File: src/rtl/block_mover.sv
// Keyboard-steered square object for one on-screen sprite.
// A key press and any edge response to it are applied in the same frame.
module block_mover #(
    parameter int          W        = 10,
    parameter int          X_MIN    = 100,
    parameter int          X_MAX    = 500,
    parameter int          Y_MIN    = 50,
    parameter int          Y_MAX    = 430,
    parameter int          X_CENTER = 320,
    parameter int          Y_CENTER = 240,
    parameter int          SIZE     = 8,
    parameter int          STEP     = 2,
    parameter logic [7:0]  KEY_LEFT  = 8'h04,
    parameter logic [7:0]  KEY_RIGHT = 8'h07,
    parameter logic [7:0]  KEY_DOWN  = 8'h16,
    parameter logic [7:0]  KEY_UP    = 8'h1A
) (
    input  logic         frame_clk,
    input  logic         Reset_n,
    input  logic         enable,
    input  logic [1:0]   mode,
    input  logic [7:0]   keycode,
    output logic [W-1:0] BlockX,
    output logic [W-1:0] BlockY,
    output logic [W-1:0] BlockS,
    output logic [1:0]   dir,
    output logic         moving,
    output logic         edge_hit
);

    typedef enum logic {S_IDLE = 1'b0, S_MOVE = 1'b1} state_t;

    localparam logic [1:0] MODE_BOUNCE = 2'b00;
    localparam logic [1:0] MODE_STOP   = 2'b01;
    localparam logic [1:0] MODE_WRAP   = 2'b10;
    localparam logic [1:0] MODE_FREEZE = 2'b11;

    localparam logic [1:0] DIR_RIGHT = 2'b00;
    localparam logic [1:0] DIR_LEFT  = 2'b01;
    localparam logic [1:0] DIR_DOWN  = 2'b10;
    localparam logic [1:0] DIR_UP    = 2'b11;

    // Centre-position limits: the block edge stays inside [MIN, MAX].
    localparam logic [W:0] X_LO   = (W+1)'(X_MIN + SIZE);
    localparam logic [W:0] X_HI   = (W+1)'(X_MAX - SIZE);
    localparam logic [W:0] Y_LO   = (W+1)'(Y_MIN + SIZE);
    localparam logic [W:0] Y_HI   = (W+1)'(Y_MAX - SIZE);
    localparam logic [W:0] STEP_P = (W+1)'(STEP);
    localparam logic [W:0] STEP_N = (W+1)'(-STEP);
    localparam logic [W:0] ZERO   = {(W+1){1'b0}};

    state_t       state_q, state_d;
    logic [1:0]   dir_q, dir_d;
    logic [W-1:0] x_q, x_d, y_q, y_d;
    logic [W:0]   mx_q, mx_d, my_q, my_d;   // two's-complement motion per axis
    logic         hit_q, hit_d;

    state_t       key_state_s;
    logic [1:0]   key_dir_s;
    logic [W:0]   key_mx_s, key_my_s;
    logic [W:0]   nx_s, ny_s;
    logic         x_hi_s, x_lo_s, y_hi_s, y_lo_s, viol_s;
    logic [W-1:0] x_clamp_s, x_wrap_s, y_clamp_s, y_wrap_s;

    // Key decode: a bound key replaces direction and motion, anything else keeps them.
    always_comb begin
        key_state_s = state_q;
        key_dir_s   = dir_q;
        key_mx_s    = mx_q;
        key_my_s    = my_q;
        case (keycode)
            KEY_LEFT: begin
                key_state_s = S_MOVE; key_dir_s = DIR_LEFT;  key_mx_s = STEP_N; key_my_s = ZERO;
            end
            KEY_RIGHT: begin
                key_state_s = S_MOVE; key_dir_s = DIR_RIGHT; key_mx_s = STEP_P; key_my_s = ZERO;
            end
            KEY_DOWN: begin
                key_state_s = S_MOVE; key_dir_s = DIR_DOWN;  key_mx_s = ZERO;   key_my_s = STEP_P;
            end
            KEY_UP: begin
                key_state_s = S_MOVE; key_dir_s = DIR_UP;    key_mx_s = ZERO;   key_my_s = STEP_N;
            end
            default: begin
                key_state_s = state_q;
            end
        endcase
    end

    // Position never drops below STEP, so the W+1 bit sum cannot go negative.
    assign nx_s   = {1'b0, x_q} + key_mx_s;
    assign ny_s   = {1'b0, y_q} + key_my_s;
    assign x_hi_s = (nx_s > X_HI);
    assign x_lo_s = (nx_s < X_LO);
    assign y_hi_s = (ny_s > Y_HI);
    assign y_lo_s = (ny_s < Y_LO);
    assign viol_s = x_hi_s | x_lo_s | y_hi_s | y_lo_s;

    // Per-axis clamp and wrap targets for the candidate position.
    always_comb begin
        x_clamp_s = nx_s[W-1:0];
        x_wrap_s  = nx_s[W-1:0];
        y_clamp_s = ny_s[W-1:0];
        y_wrap_s  = ny_s[W-1:0];
        if (x_hi_s) begin
            x_clamp_s = X_HI[W-1:0];
            x_wrap_s  = X_LO[W-1:0];
        end else if (x_lo_s) begin
            x_clamp_s = X_LO[W-1:0];
            x_wrap_s  = X_HI[W-1:0];
        end else begin
            x_clamp_s = nx_s[W-1:0];
        end
        if (y_hi_s) begin
            y_clamp_s = Y_HI[W-1:0];
            y_wrap_s  = Y_LO[W-1:0];
        end else if (y_lo_s) begin
            y_clamp_s = Y_LO[W-1:0];
            y_wrap_s  = Y_HI[W-1:0];
        end else begin
            y_clamp_s = ny_s[W-1:0];
        end
    end

    // Next-state: key result first, then edge handling by mode.
    always_comb begin
        state_d = state_q;
        dir_d   = dir_q;
        x_d     = x_q;
        y_d     = y_q;
        mx_d    = mx_q;
        my_d    = my_q;
        hit_d   = 1'b0;
        if (enable) begin
            state_d = key_state_s;
            dir_d   = key_dir_s;
            mx_d    = key_mx_s;
            my_d    = key_my_s;
            if (mode == MODE_FREEZE) begin
                hit_d = 1'b0;
            end else if (viol_s) begin
                hit_d = 1'b1;
                case (mode)
                    MODE_BOUNCE: begin
                        x_d   = x_clamp_s;
                        y_d   = y_clamp_s;
                        mx_d  = -key_mx_s;
                        my_d  = -key_my_s;
                        dir_d = key_dir_s ^ 2'b01;
                    end
                    MODE_STOP: begin
                        x_d     = x_clamp_s;
                        y_d     = y_clamp_s;
                        mx_d    = ZERO;
                        my_d    = ZERO;
                        state_d = S_IDLE;
                    end
                    MODE_WRAP: begin
                        x_d = x_wrap_s;
                        y_d = y_wrap_s;
                    end
                    default: begin
                        hit_d = 1'b0;
                    end
                endcase
            end else begin
                x_d = nx_s[W-1:0];
                y_d = ny_s[W-1:0];
            end
        end else begin
            hit_d = 1'b0;
        end
    end

    // State register.
    always_ff @(posedge frame_clk or negedge Reset_n) begin
        if (!Reset_n) begin
            state_q <= S_IDLE;
            dir_q   <= DIR_RIGHT;
            x_q     <= W'(X_CENTER);
            y_q     <= W'(Y_CENTER);
            mx_q    <= ZERO;
            my_q    <= ZERO;
            hit_q   <= 1'b0;
        end else begin
            state_q <= state_d;
            dir_q   <= dir_d;
            x_q     <= x_d;
            y_q     <= y_d;
            mx_q    <= mx_d;
            my_q    <= my_d;
            hit_q   <= hit_d;
        end
    end

    assign BlockX   = x_q;
    assign BlockY   = y_q;
    assign BlockS   = W'(SIZE);
    assign dir      = dir_q;
    assign moving   = (state_q == S_MOVE);
    assign edge_hit = hit_q;

endmodule

File: config.mk
export PLATFORM = sky130hd
export DESIGN_NAME = block_mover
export DESIGN_NICKNAME = d
export VERILOG_FILES = /design/src/rtl/block_mover.sv
export SDC_FILE = /design/constraint.sdc
export NUM_CORES = 1
export LEC_CHECK = 0
export CAP_MARGIN = 20
export CORE_MARGIN = 3
export CORE_UTILIZATION = 25
export CTS_BUF_LIST = sky130_fd_sc_hd__clkbuf_16
export CTS_CLUSTER_SIZE = 24
export DETAILED_ROUTE_END_ITERATION = 8
export GPL_TIMING_DRIVEN = 0
export PLACE_DENSITY_LB_ADDON = 0.12
export SETUP_SLACK_MARGIN = 0.3
export SYNTH_ARGS = -nofsm -noshare
export SYNTH_HDL_FRONTEND = slang
export SYNTH_SLANG_ARGS = --single-unit
File: constraint.sdc
create_clock -name frame_clk -period 6.52 [get_ports frame_clk]
set_input_delay 1.63 -clock frame_clk [delete_from_list [all_inputs] [get_ports frame_clk]]
set_output_delay 1.63 -clock frame_clk [all_outputs]
set_load 0.02 [all_outputs]
==> flow_summary.toml <==
[die]
die_area_sq_mm = 0.01839
die_height_microns = 135.6
io_pins = 47
initial_core_util = 0.2596
rows = 46
die_x_microns = 135.6
design.core.area_sq_mm = 0.01617

[synthesis]
synth_area_leaders = "dfrtp_1 24%, ha_1 6.6%, nand2_1 5.4%"
synth-seq-cells = 46
synth_commonest_cells = "60 x nand2_1, 47 x nor2_1, 40 x dfrtp_1"
synthArstFlopShare = 1.000
synth_area_per_cell_sq_um = 7.998
ys_types = 72
yosysWarnings = 0
ys_seq_area_frac = 0.2759
synth_area_sq_mm = 0.004199
ys.flop_type = "dfrtp_1"
synth-edff-count = 0
yosysTopAreaCell = "dfrtp_1"
synth_top_area_frac = 0.2384
netlist_instances = 525
synth.most_common_cell = "nand2_1"

[power]
power_switching_mw = 1.477
leakagePower_nw = 2.218
clkPwrFrac = 0.088
p_int_mw = 1.455
pwr-share-comb = 0.743
p_sw_frac = 0.5038
p_per_area_mw_per_mm2 = 551.5
seq_power_share = 0.169
ir_drop_mv = 0.2768

[timing]
skew_ns = 0.004733
setup_viol = 0
drv_slew = 0
fin_crit_sh = 0.9194
rsz0062_at_grt = "no"
worstMarginPinSlew_ns = 1.030
tns_ns = 0
finalHoldViolations = 0
fin_ws_ns = 0.5255
maxClockFrequency_ghz = 0.1668
fin_crit_ns = 5.994
relSlewSlack = 0.3136

[layout]
nNetsFinal = 631
final_area_sq_mm = 0.005318
drive_above_1_share = 0.1549
n_antenna_cell = 0
area_delta_synth_final_pct = 26.64

[drt]
remaining_drc_errors = 0
ant_nets = 0
routed_wl_microns = 15430
wl_per_cell_microns = 19.05
vias = 4288
drt_pre_antenna_iters = 5
via_per_inst = 5.294
drt-initial-drc-count = 254

[outcome]
status = "completed"

[critical_path]
critPathBufInv = 6
path_class = "primary input to register"
cp_max_fo = 10
critPathSlowestCell = "or4_1"
slowest_delay_ns = 0.46
path_cells = "dlygate4sd2_1 -> nor2b_2 -> a32o_2 -> o21ai_4 -> buf_8 -> buf_8 -> nand2_1 -> inv_1 -> ha_1 -> inv_1 -> fa_1 -> nand2b_1 -> a211oi_4 -> o211ai_1 -> or2_1 -> o311ai_4 -> nor3b_4 -> buf_4 -> or4_1 -> a311o_1"
start_kind = "primary input"
endpoint_kind = "register"
arrival_ns = 6.18
crit_family = "compound AO/OA/AOI/OAI gates"
required_ns = 6.71

[clock_tree]
cts_buffers = 5
clk_pin_slew_ns = 0.07
cts.sinks = 46
cts.hold.buffers_added = 0
root_buffer = "clkbuf_16"
cts_tree = "done"
clk_latency_ns = 0.30
clockBufferDepth = 2
ctsHtreeMaxLevel = 2

[placement]
dp_hpwl_microns = 11270
gp_congestion = 0.8062
pre_cts_ws_ns = -1.760
dpl-instance-area_sq_mm = 0.004875
port-buffer-count = 36

[grt]
grt_max_degree = 34
grtUsageTotal = 0.1694
grt_pass1_wl_microns = 24180
antenna_found_initial = 0
grt-ovfl-total = 0
grt_pass1_vias = 4288

[worst_hold_path]
hold_class = "register to register"

[flow_run]
max-cap-violations = 0
-- worst register-to-register path, delay by kind of cell, from the launching register on --
family	cells	cell delay [ns]
AO/OA/AOI/OAI	4	1.14
flip-flops	1	0.43
buffers and inverters	3	0.47
adder cells (fa/ha/maj)	1	0.39
AND/OR/NAND/NOR	5	1.33
-- registers in the layout, indices dropped and copies added (netlist names) --
signal / count
BlockY: 10
my_q: 11
mx_q: 11
moving: 1
dir: 2
BlockX: 10
edge_hit: 1
-- metal layers --
layer | GRT usage | share of wire | vias to the layer above
li1 | - | - | 2071
met1 | 0.2352 | 0.48 | 2083
met2 | 0.2699 | 0.45 | 116
met3 | 0.02749 | 0.057 | 18
met4 | 0.05263 | 0.018 | 0
met5 | 0 | 0 | -
-- cell usage in the layout (no fill, tap or decap), types with 4 or more instances in the layout --
| cell | n |
|---|---|
| o311ai_0 | 4 |
| o32ai_1 | 4 |
| a21oi_1 | 25 |
| o31ai_1 | 5 |
| conb_1 | 10 |
| nand2b_1 | 6 |
| a31oi_1 | 15 |
| clkbuf_1 | 15 |
| dlygate4sd2_1 | 4 |
| xor2_1 | 7 |
| o21ai_0 | 24 |
| clkdlybuf4s50_1 | 30 |
| nor3_1 | 13 |
| or3_1 | 10 |
| dfstp_2 | 6 |
| mux2i_1 | 7 |
| clkbuf_16 | 5 |
| o32a_1 | 7 |
| o211ai_1 | 7 |
| a21oi_2 | 7 |
| nor2_1 | 46 |
| buf_4 | 28 |
| inv_1 | 27 |
| xnor2_1 | 6 |
| a211oi_1 | 6 |
| dfrtp_1 | 40 |
| or2_2 | 5 |
| or4_1 | 7 |
| a21o_1 | 7 |
| nand2_1 | 60 |
| and3_1 | 12 |
| and2_1 | 8 |
| ha_1 | 22 |
| nand3_1 | 20 |
-- cell type report --
type                    count  area [sq um]
well taps                 216         270.3
repair buffers             54         498.0
fillers                  1713         10860
plain buffers              34         219.0
inverters                  27         101.3
clock buffers               5         125.1
multi-input cells         426          2935
clock inverters             2         10.01
flip-flops and latches     46          1159
-- through the flow --
stage / hold WS, ns / power [mW] / cells / utilization
final: 0.4880 / 2.933 / 810 / 0.3288
after global placement: 0.4762 / 2.277 / 785 / 0.3005
after floorplan: 0.4693 / 1.811 / 533 / -
after CTS: 0.4896 / 2.883 / 804 / 0.3231
after global routing: 0.5091 / 3.180 / 810 / 0.3288
after detailed placement: 0.4805 / 2.296 / 786 / 0.3014
-- cell families after synthesis --
logic type      Yosys count  share of synthesized area
simple gates            219                     0.2718
compound gates          152                     0.2616
buf+inv                  61                    0.06794
flops                    46                     0.2759
fa+ha+maj                24                    0.07509
xor+xnor                 14                    0.02920
mux                       7                    0.01669
other cells               2                   0.001789
-- worst paths after layout --
path / start / slack, ns / depth (start not counted) / endpoint
hold reg to reg: BlockY[4] / 0.49 / 2 / BlockY[4]
hold / removal: BlockY[4] / 0.49 / 2 / BlockY[4]
max in group asynchronous: Reset_n / 4.64 / 2 / BlockY[5]
setup reg to reg: my_q[5] / 2.66 / 13 / dir[0]
min in group asynchronous: Reset_n / 1.26 / 1 / mx_q[7]
setup / recovery: keycode[4] / 0.53 / 20 / dir[0]
-- power groups by stage --
stage	Clock, mW	Sequential [mW]	Combinational [mW]
after global routing	0.280	0.511	2.39
after CTS	0.269	0.494	2.12
after detailed placement	0	0.487	1.81
final	0.259	0.495	2.18
after global placement	0	0.486	1.79
after floorplan	0	0.508	1.30
-- repair_timing --
action | CTS | global route
setup buffers | 10 | 6
pin swaps | 4 | 8
setup endpoints to repair | 43 | 26
resized for setup | 37 | 17
gates cloned | 1 | 0
Power figures use the tool's default switching activity.
